--- src/rtl/score_feeder_if.sv ---
// Command/score-memory bundle between the score feeder, its score ROM and the sequencer.
// The master modport is the feeder's view; the slave modport is the ROM/sequencer/controller side.
interface score_feeder_if #(
  parameter int ADDR_W = 8
);
  logic              start;
  logic              stop;
  logic [ADDR_W-1:0] mem_addr;
  logic [11:0]       mem_data;
  logic [11:0]       command;
  logic              busy;
  logic              playing;
  logic              done;
  logic              timeout;

  modport master (
    input  start, stop, mem_data, busy,
    output mem_addr, command, playing, done, timeout
  );

  modport slave (
    output start, stop, mem_data, busy,
    input  mem_addr, command, playing, done, timeout
  );
endinterface

--- src/rtl/score_feeder.sv ---
// Walks a synchronous score ROM and hands each non-zero command word to the sequencer,
// waiting for busy to rise (with a skip timeout) and then fall before fetching the next word.
module score_feeder #(
  parameter int          ADDR_W      = 8,
  parameter logic [11:0] END_WORD    = 12'hFFF,
  parameter bit          LOOP        = 1'b0,
  parameter int          ACK_TIMEOUT = 16
) (
  input  logic           clk,
  input  logic           reset,
  score_feeder_if.master bus
);

  localparam int                TW         = $clog2(ACK_TIMEOUT);
  localparam logic [TW-1:0]     TIMER_LAST = TW'(ACK_TIMEOUT - 1);
  localparam logic [ADDR_W-1:0] ADDR_LAST  = '1;

  typedef enum logic [2:0] {
    S_IDLE,
    S_FETCH,
    S_LATCH,
    S_ISSUE,
    S_RELEASE
  } state_e;

  state_e            state_q, state_d;
  logic [ADDR_W-1:0] addr_q, addr_d;
  logic [11:0]       cmd_q, cmd_d;
  logic [TW-1:0]     timer_q, timer_d;
  logic              done_q, done_d;
  logic              timeout_q, timeout_d;
  logic              playing_q, playing_d;
  logic              advance;

  // NOTE: every signal written here gets a default first, so no path can infer a latch.
  always_comb begin
    state_d   = state_q;
    addr_d    = addr_q;
    cmd_d     = cmd_q;
    timer_d   = timer_q;
    done_d    = 1'b0;
    timeout_d = 1'b0;
    advance   = 1'b0;

    unique case (state_q)
      S_IDLE: begin
        cmd_d = '0;
        if (bus.start && !bus.stop) begin
          addr_d  = '0;
          state_d = S_FETCH;
        end
      end
      S_FETCH: state_d = S_LATCH;
      S_LATCH: begin
        if (bus.mem_data == END_WORD) begin
          if (LOOP) begin
            addr_d  = '0;
            state_d = S_FETCH;
          end else begin
            done_d  = 1'b1;
            state_d = S_IDLE;
          end
        end else if (bus.mem_data == 12'h000) begin
          advance = 1'b1;
        end else begin
          cmd_d   = bus.mem_data;
          timer_d = '0;
          state_d = S_ISSUE;
        end
      end
      S_ISSUE: begin
        if (bus.busy) begin
          cmd_d   = '0;
          state_d = S_RELEASE;
        end else if (timer_q == TIMER_LAST) begin
          cmd_d     = '0;
          timeout_d = 1'b1;
          advance   = 1'b1;
        end else begin
          timer_d = timer_q + 1'b1;
        end
      end
      S_RELEASE: begin
        cmd_d = '0;
        if (!bus.busy) advance = 1'b1;
      end
      default: state_d = S_IDLE;
    endcase

    if (advance) begin
      if (addr_q == ADDR_LAST) begin
        if (LOOP) begin
          addr_d  = '0;
          state_d = S_FETCH;
        end else begin
          done_d  = 1'b1;
          state_d = S_IDLE;
        end
      end else begin
        addr_d  = addr_q + 1'b1;
        state_d = S_FETCH;
      end
    end

    // An abort overrides whatever the current state decided this cycle.
    if (bus.stop && state_q != S_IDLE) begin
      state_d   = S_IDLE;
      addr_d    = addr_q;
      cmd_d     = '0;
      done_d    = 1'b1;
      timeout_d = 1'b0;
    end

    playing_d = (state_d != S_IDLE);
  end

  // NOTE: state registers use non-blocking assignments so all flops update from pre-edge values.
  always_ff @(posedge clk or posedge reset) begin
    if (reset) begin
      state_q   <= S_IDLE;
      addr_q    <= '0;
      cmd_q     <= '0;
      timer_q   <= '0;
      done_q    <= 1'b0;
      timeout_q <= 1'b0;
      playing_q <= 1'b0;
    end else begin
      state_q   <= state_d;
      addr_q    <= addr_d;
      cmd_q     <= cmd_d;
      timer_q   <= timer_d;
      done_q    <= done_d;
      timeout_q <= timeout_d;
      playing_q <= playing_d;
    end
  end

  assign bus.mem_addr = addr_q;
  assign bus.command  = cmd_q;
  assign bus.playing  = playing_q;
  assign bus.done     = done_q;
  assign bus.timeout  = timeout_q;

endmodule

--- src/flat_wrapper.sv ---
// flat-port wrapper written by rule: the top's interface ports become plain ports
module score_feeder_flat 
#(
  parameter int          ADDR_W      = 8,
  parameter logic [11:0] END_WORD    = 12'hFFF,
  parameter bit          LOOP        = 1'b0,
  parameter int          ACK_TIMEOUT = 16
)
  (clk, reset, bus_start, bus_stop, bus_mem_data, bus_busy, bus_mem_addr, bus_command, bus_playing, bus_done, bus_timeout);
  score_feeder_if #(.ADDR_W(ADDR_W)) bus_i ();
  input  logic clk;
  input  logic reset;
  input wire logic [$bits(bus_i.start)-1:0] bus_start;
  input wire logic [$bits(bus_i.stop)-1:0] bus_stop;
  input wire logic [$bits(bus_i.mem_data)-1:0] bus_mem_data;
  input wire logic [$bits(bus_i.busy)-1:0] bus_busy;
  output wire logic [$bits(bus_i.mem_addr)-1:0] bus_mem_addr;
  output wire logic [$bits(bus_i.command)-1:0] bus_command;
  output wire logic [$bits(bus_i.playing)-1:0] bus_playing;
  output wire logic [$bits(bus_i.done)-1:0] bus_done;
  output wire logic [$bits(bus_i.timeout)-1:0] bus_timeout;
  assign bus_i.start = bus_start;
  assign bus_i.stop = bus_stop;
  assign bus_i.mem_data = bus_mem_data;
  assign bus_i.busy = bus_busy;
  assign bus_mem_addr = bus_i.mem_addr;
  assign bus_command = bus_i.command;
  assign bus_playing = bus_i.playing;
  assign bus_done = bus_i.done;
  assign bus_timeout = bus_i.timeout;
  score_feeder #(.ADDR_W(ADDR_W), .END_WORD(END_WORD), .LOOP(LOOP), .ACK_TIMEOUT(ACK_TIMEOUT)) u_core (.clk(clk), .reset(reset), .bus(bus_i));
endmodule
--- config.mk ---
export PLATFORM = sky130hd
export DESIGN_NAME = score_feeder_flat
export DESIGN_NICKNAME = d
export VERILOG_FILES = /design/src/rtl/score_feeder_if.sv /design/src/rtl/score_feeder.sv /design/src/flat_wrapper.sv
export SDC_FILE = /design/constraint.sdc
export NUM_CORES = 1
export LEC_CHECK = 0
export CAP_MARGIN = 40
export CORE_MARGIN = 3
export CORE_UTILIZATION = 30
export DETAILED_ROUTE_END_ITERATION = 8
export GPL_TIMING_DRIVEN = 0
export MAX_ROUTING_LAYER = met4
export RECOVER_POWER = 50
export SLEW_MARGIN = 20
export SYNTH_ARGS = -nofsm -noshare
export SYNTH_HDL_FRONTEND = slang
export SYNTH_SLANG_ARGS = --single-unit
--- constraint.sdc ---
create_clock -name clk -period 2.2 [get_ports clk]
set_clock_uncertainty 0.05 [all_clocks]
set_input_delay 0.22 -clock clk [delete_from_list [all_inputs] [get_ports clk]]
set_output_delay 0.22 -clock clk [all_outputs]
set_load 0.005 [all_outputs]
### After elaboration in Yosys (flattened, before gate mapping)

Index checks and enable logic that the tools add are counted.

| storage, ports and cells | value |
|---|---|
| register bits | 30 |
| bits of input ports | 17 |

| operators by class | value |
|---|---|
| equality and inequality tests | 14 |
| muxes and demuxes | 36 |
| reductions and logical operators | 12 |
| add/subtract/negate cells | 2 |

Operators by type and width:

| operator | number |
|---|---|
| two-way mux 12 bit | 5 |
| one-hot mux 12 bit (3 select lines) | 1 |
| two-way mux 8 bit | 4 |
| two-way mux 3 bit | 6 |
| two-way mux 4 bit | 4 |
| one-hot mux 3 bit (5 select lines) | 1 |
| two-way mux 1 bit | 13 |
| equality test 12 bit, second input constant | 1 |
| logical NOT 12 bit | 1 |
| adder 8 x 1 -> 8 bit, second input constant | 1 |
| equality test 8 bit, second input constant | 1 |
| inequality test 2 bit, second input constant | 4 |
| one-hot mux 4 bit (2 select lines) | 1 |
| equality test 3 x 2 -> 1 bit, second input constant | 2 |
| inequality test 3 bit, second input constant | 2 |
| nonzero test 3 bit | 2 |
| AND reduction 5 bit | 1 |
| adder 4 x 1 -> 4 bit, second input constant | 1 |
| equality test 4 bit, second input constant | 1 |
| inequality test 4 x 2 -> 1 bit, second input constant | 1 |
| AND reduction 4 bit | 1 |
| nonzero test 4 bit | 1 |
| equality test 3 x 1 -> 1 bit, second input constant | 1 |
| equality test 3 bit, second input constant | 1 |
| 6 further kinds | 7 |

### Depth between registers and ports, before layout

| logic depth | value |
|---|---|
| depth in word-level cells | 7 |
| depth in mapped cells | 7 |
| gate-level depth less buffers | 6 |

### Least setup slack after synthesis

OpenSTA, ideal clock, no wires.

| path | value |
|---|---|
| path type | flip-flop to flip-flop |
| from | register u_core.addr_q[0] (netlist: u_core.bus.mem_addr[0]) |
| to | register u_core.addr_q[2] (netlist: u_core.bus.mem_addr[2]) |
| data required time | 2.024 ns |
| arrival | 1.895 ns |
| period minus slack after synthesis | 2.071 ns |
| library setup time | 0.126 ns |
| setup slack | 0.129 ns |
| cell stages (with the launch flop) | 8 |
| cells stage by stage | dfrtp_1 ha_1 and3_4 and3_4 and3_1 clkbuf_2 o31a_1 a221o_1 |

| on the way | value |
|---|---|
| cells in the longest elaborated chain, start to end | 3 |
| elaborated cells between the ends (all ways) | 4 |
| those cells by class | 1 x add/sub; 1 x eq/ne; 2 x mux |

RTL lines:

| item | RTL line | RTL |
|---|---|---|
| start, declared | score_feeder.sv:27 | `logic [ADDR_W-1:0] addr_q, addr_d;` |
| start signal, assigned | score_feeder.sv:129 | `addr_q <= addr_d;` |
| adder 8 x 1 -> 8 bit / equality test 8 bit (equally long branches) | score_feeder.sv:100, score_feeder.sv:91 |  |
| two-way mux 8 bit * | score_feeder.sv:91 | `if (addr_q == ADDR_LAST) begin` |
| two-way mux 8 bit * | score_feeder.sv:90 | `if (advance) begin` |

Mark *: on every way between the ends. The rest lies on a longest branch, timed or not.
A chain may end at the register's enable or synchronous reset.

### Final worst setup path

| path | value |
|---|---|
| from | register u_core.addr_q[1] (netlist: u_core.bus.mem_addr[1]) |
| to | register u_core.addr_q[2] (netlist: u_core.bus.mem_addr[2]) |

The elaborated chain is that of the path after synthesis.

==> out/qor.csv <==
metric;value;unit
outcome;completed;
crit-path cells;ha_4, and3_4, and3_4, and3_1, o31a_1, a221o_1;
WL/cell;14.36;µm
final routed DRC violation total;0;
gpl congestion;0.7335;
Hold Crit Depth;1;
Die Y;79.41;µm
Longest Clk Path Bufs;2;
Post-DP Area;2095;µm²
Worst slew margin;24.63;%
ant diodes;0;
Post-Synth Simple-Gate Area;22.29;%
post-synthesis mux area share;1.935;%
hpwl dp;2865;µm
post-synthesis compound-gate area fraction;22.60;%
die width;79.41;µm
Final Worst Setup Slack;0.1277;ns
GRT Overall Usage;13.79;%
Layout Utilization;43.35;%
final worst-path cycle share;94.20;%
Tmin final;2.072;ns
DIE AREA;6305;µm²
Synth async-reset ratio;100.0;%
first-pass GRT wire length;6589;µm
XOR/XNOR share of the synthesized area;1.084;%
CTS root buf;clkbuf_8;
#FFs+latches synth;30;
post-synthesis cell count;158;
reg2reg setup slack;0.13;ns
Post-Layout Cell Count;277;
worst reg-to-reg path cell count;6;
Vias/cell;5.043;
Power Density;919.0;nW/µm²
vias in the first global route;1312;
post-synthesis sequential area ratio;46.44;%
Hold Crit Class;reg -> reg;
DR vias;1397;
Distinct cells, synth;48;
predominant post-synthesis flop cell;dfrtp_1;
layout cells sized above 1;15.94;%
CTS tree;done;
Required @ worst endpoint;2.32;ns
initial DRC count;66;
Syn Area/Cell;10.23;µm²
most frequent CP cell;and3_4;
io pins;40;
Leak;0.9913;nW
Synth Area in Adders;1.548;%
Final Max Slew Viols;0;
worst slew pin tran;1.129;ns
Post-DRT Antenna Nets;0;
Data arrival, critical path;2.19;ns
clock buffer count from CTS;5;
most common cell after layout, fill and taps aside;dfrtp_1;
initial antenna violation count;0;
clock tree sinks;30;
critical path class;reg -> reg;
CP max-delay cell;dfrtp_2;
most frequent cells in the layout;29 x dfrtp_1, 27 x clkdlybuf4s50_1, 13 x a22o_1;
Final Cell Area;2242;µm²
worst-skew pair later-pin latency;0.28;ns
Post-synth EDFFs;0;
Detailed Routing Iterations Pass 1;4;
grt ovf;0;
Initial Utilization;31.25;%
CP Capture Type;register;
Cell Rows;26;
unrepaired setup endpoints after global routing;no;
Synth Cell Area;1617;µm²
final setup violating endpoints;0;
Port Buffer Count;39;
Clock transition at path regs;0.07;ns
Fin. Hold Viols;0;
Setup WS pre-CTS;-0.1185;ns
Max-Cap Viols;0;
max frequency;482.5;MHz
Syn Nets;177;
Max stage delay on crit path;0.44;ns
worst vdd ir;251.7;µV
largest family of logic cells by synthesized area;compound AO/OA/AOI/OAI gates;
H-tree depth;2;
CP startpoint kind;register;
critical-path maximum fanout;6;
synth warn;0;
Core Region;5172;µm²
Post-CTS Hold Buffers;0;
nets;225;
placed cell count;267;
total wire length;3979;µm
largest net degree at the start of global routing;31;
Area Overhead vs Synth;38.70;%
## state kept, by name, indices dropped and copies added (netlist names)
name,flops
u_core.bus.command,12
u_core.bus.mem_addr,8
u_core.timer_q,4
u_core.state_q,3
u_core.bus.done,1
u_core.bus.playing,1
u_core.bus.timeout,1
## metal layers
layer  up-vias  routed length, µm  GRT usage, %
met3         4                252         4.853
met2        41               1694         19.61
met5         -                  0             -
li1        699                  -             -
met1       653               1969         18.05
met4         0                 62         5.155
## report_power, final
group	internal (W)	switching, W	leakage (nW)	total, W
Sequential	0.000665	0.000101	0.399	0.000766
Combinational	0.000385	0.000367	0.534	0.000752
Clock	0.000333	0.000209	0.0579	0.000542
## final cells by class
cell class	instances	area, µm²
sequential	30	752.0
buffer	7	42.54
fill	514	2930
clock inverter	3	40.04
multi-input combinational	115	819.5
tap	70	87.58
timing repair buffer	42	412.9
clock buffer	5	68.82
inverter	5	18.77
## worst paths after layout
path	end	from
setup / recovery	u_core.bus.mem_addr[2]$_DFFE_PP0N_	u_core.bus.mem_addr[1]$_DFFE_PP0N_
min in group asynchronous	u_core.bus.command[2]$_DFFE_PP0P_	reset
max in group asynchronous	u_core.bus.mem_addr[1]$_DFFE_PP0N_	reset
hold reg to reg	u_core.bus.command[11]$_DFFE_PP0P_	u_core.bus.command[11]$_DFFE_PP0P_
hold / removal	u_core.bus.command[11]$_DFFE_PP0P_	u_core.bus.command[11]$_DFFE_PP0P_
setup reg to reg	u_core.bus.mem_addr[2]$_DFFE_PP0N_	u_core.bus.mem_addr[1]$_DFFE_PP0N_
## stage by stage
step | setup TNS, ns | hold slack [ns] | power [W]
detailed placement | -1.744 | 0.4449 | 0.001511
global placement | -1.650 | 0.4369 | 0.001500
global route | 0 | 0.4690 | 0.002222
CTS | 0 | 0.3019 | 0.002081
floorplan | 0 | 0.2608 | 0.001205
finish | 0 | 0.4461 | 0.002060
## worst max-delay path: cells and delay by family, from the launching register on
| family | cells | cell delay (ns) |
|---|---|---|
| AO/OA/AOI/OAI | 2 | 0.69 |
| adder cells (fa/ha/maj) | 1 | 0.18 |
| flip-flops | 1 | 0.44 |
| AND/OR/NAND/NOR | 3 | 0.59 |
## timing repair
item,in CTS,in global routing
pin swaps,0,1
resized for setup,0,5
buffers inserted,1,2
endpoints found under the setup margin,1,13
## cell families (layout without fill, tap and decap cells)
group,Yosys count,in the layout
flops,30,30
simple gates,60,60
compound gates,48,48
mux,3,3
fa+ha+maj,2,2
buf+inv,13,62
xor+xnor,2,2
## cell usage after synthesis, types with 2 or more instances
cell      instances  area share (%)
and3_1            3             1.2
a21o_1            3             1.4
nand2_1           9             2.1
buf_4             2            0.93
nand2b_1          2            0.77
ha_1              2             1.5
o211ai_1          2            0.93
nor4_2            2             1.5
mux2i_1           2             1.2
nand4_1           5             1.9
dfrtp_1          30              46
a31oi_1           3             1.2
nor2b_1           7             2.7
nand3b_1          2            0.93
a22o_1           13             7.0
a21oi_1           5             1.5
o22ai_1           2            0.77
clkbuf_1          3            0.70
and3_4            2             1.4
inv_1             5             1.2
nor3_1            6             1.9
nand3_1           9             2.8
nor2_1            6             1.4
o21ai_0           7             2.2
nor4_1            2            0.77
a22o_2            2             1.2
No activity file was read; power rests on OpenSTA's default activity.
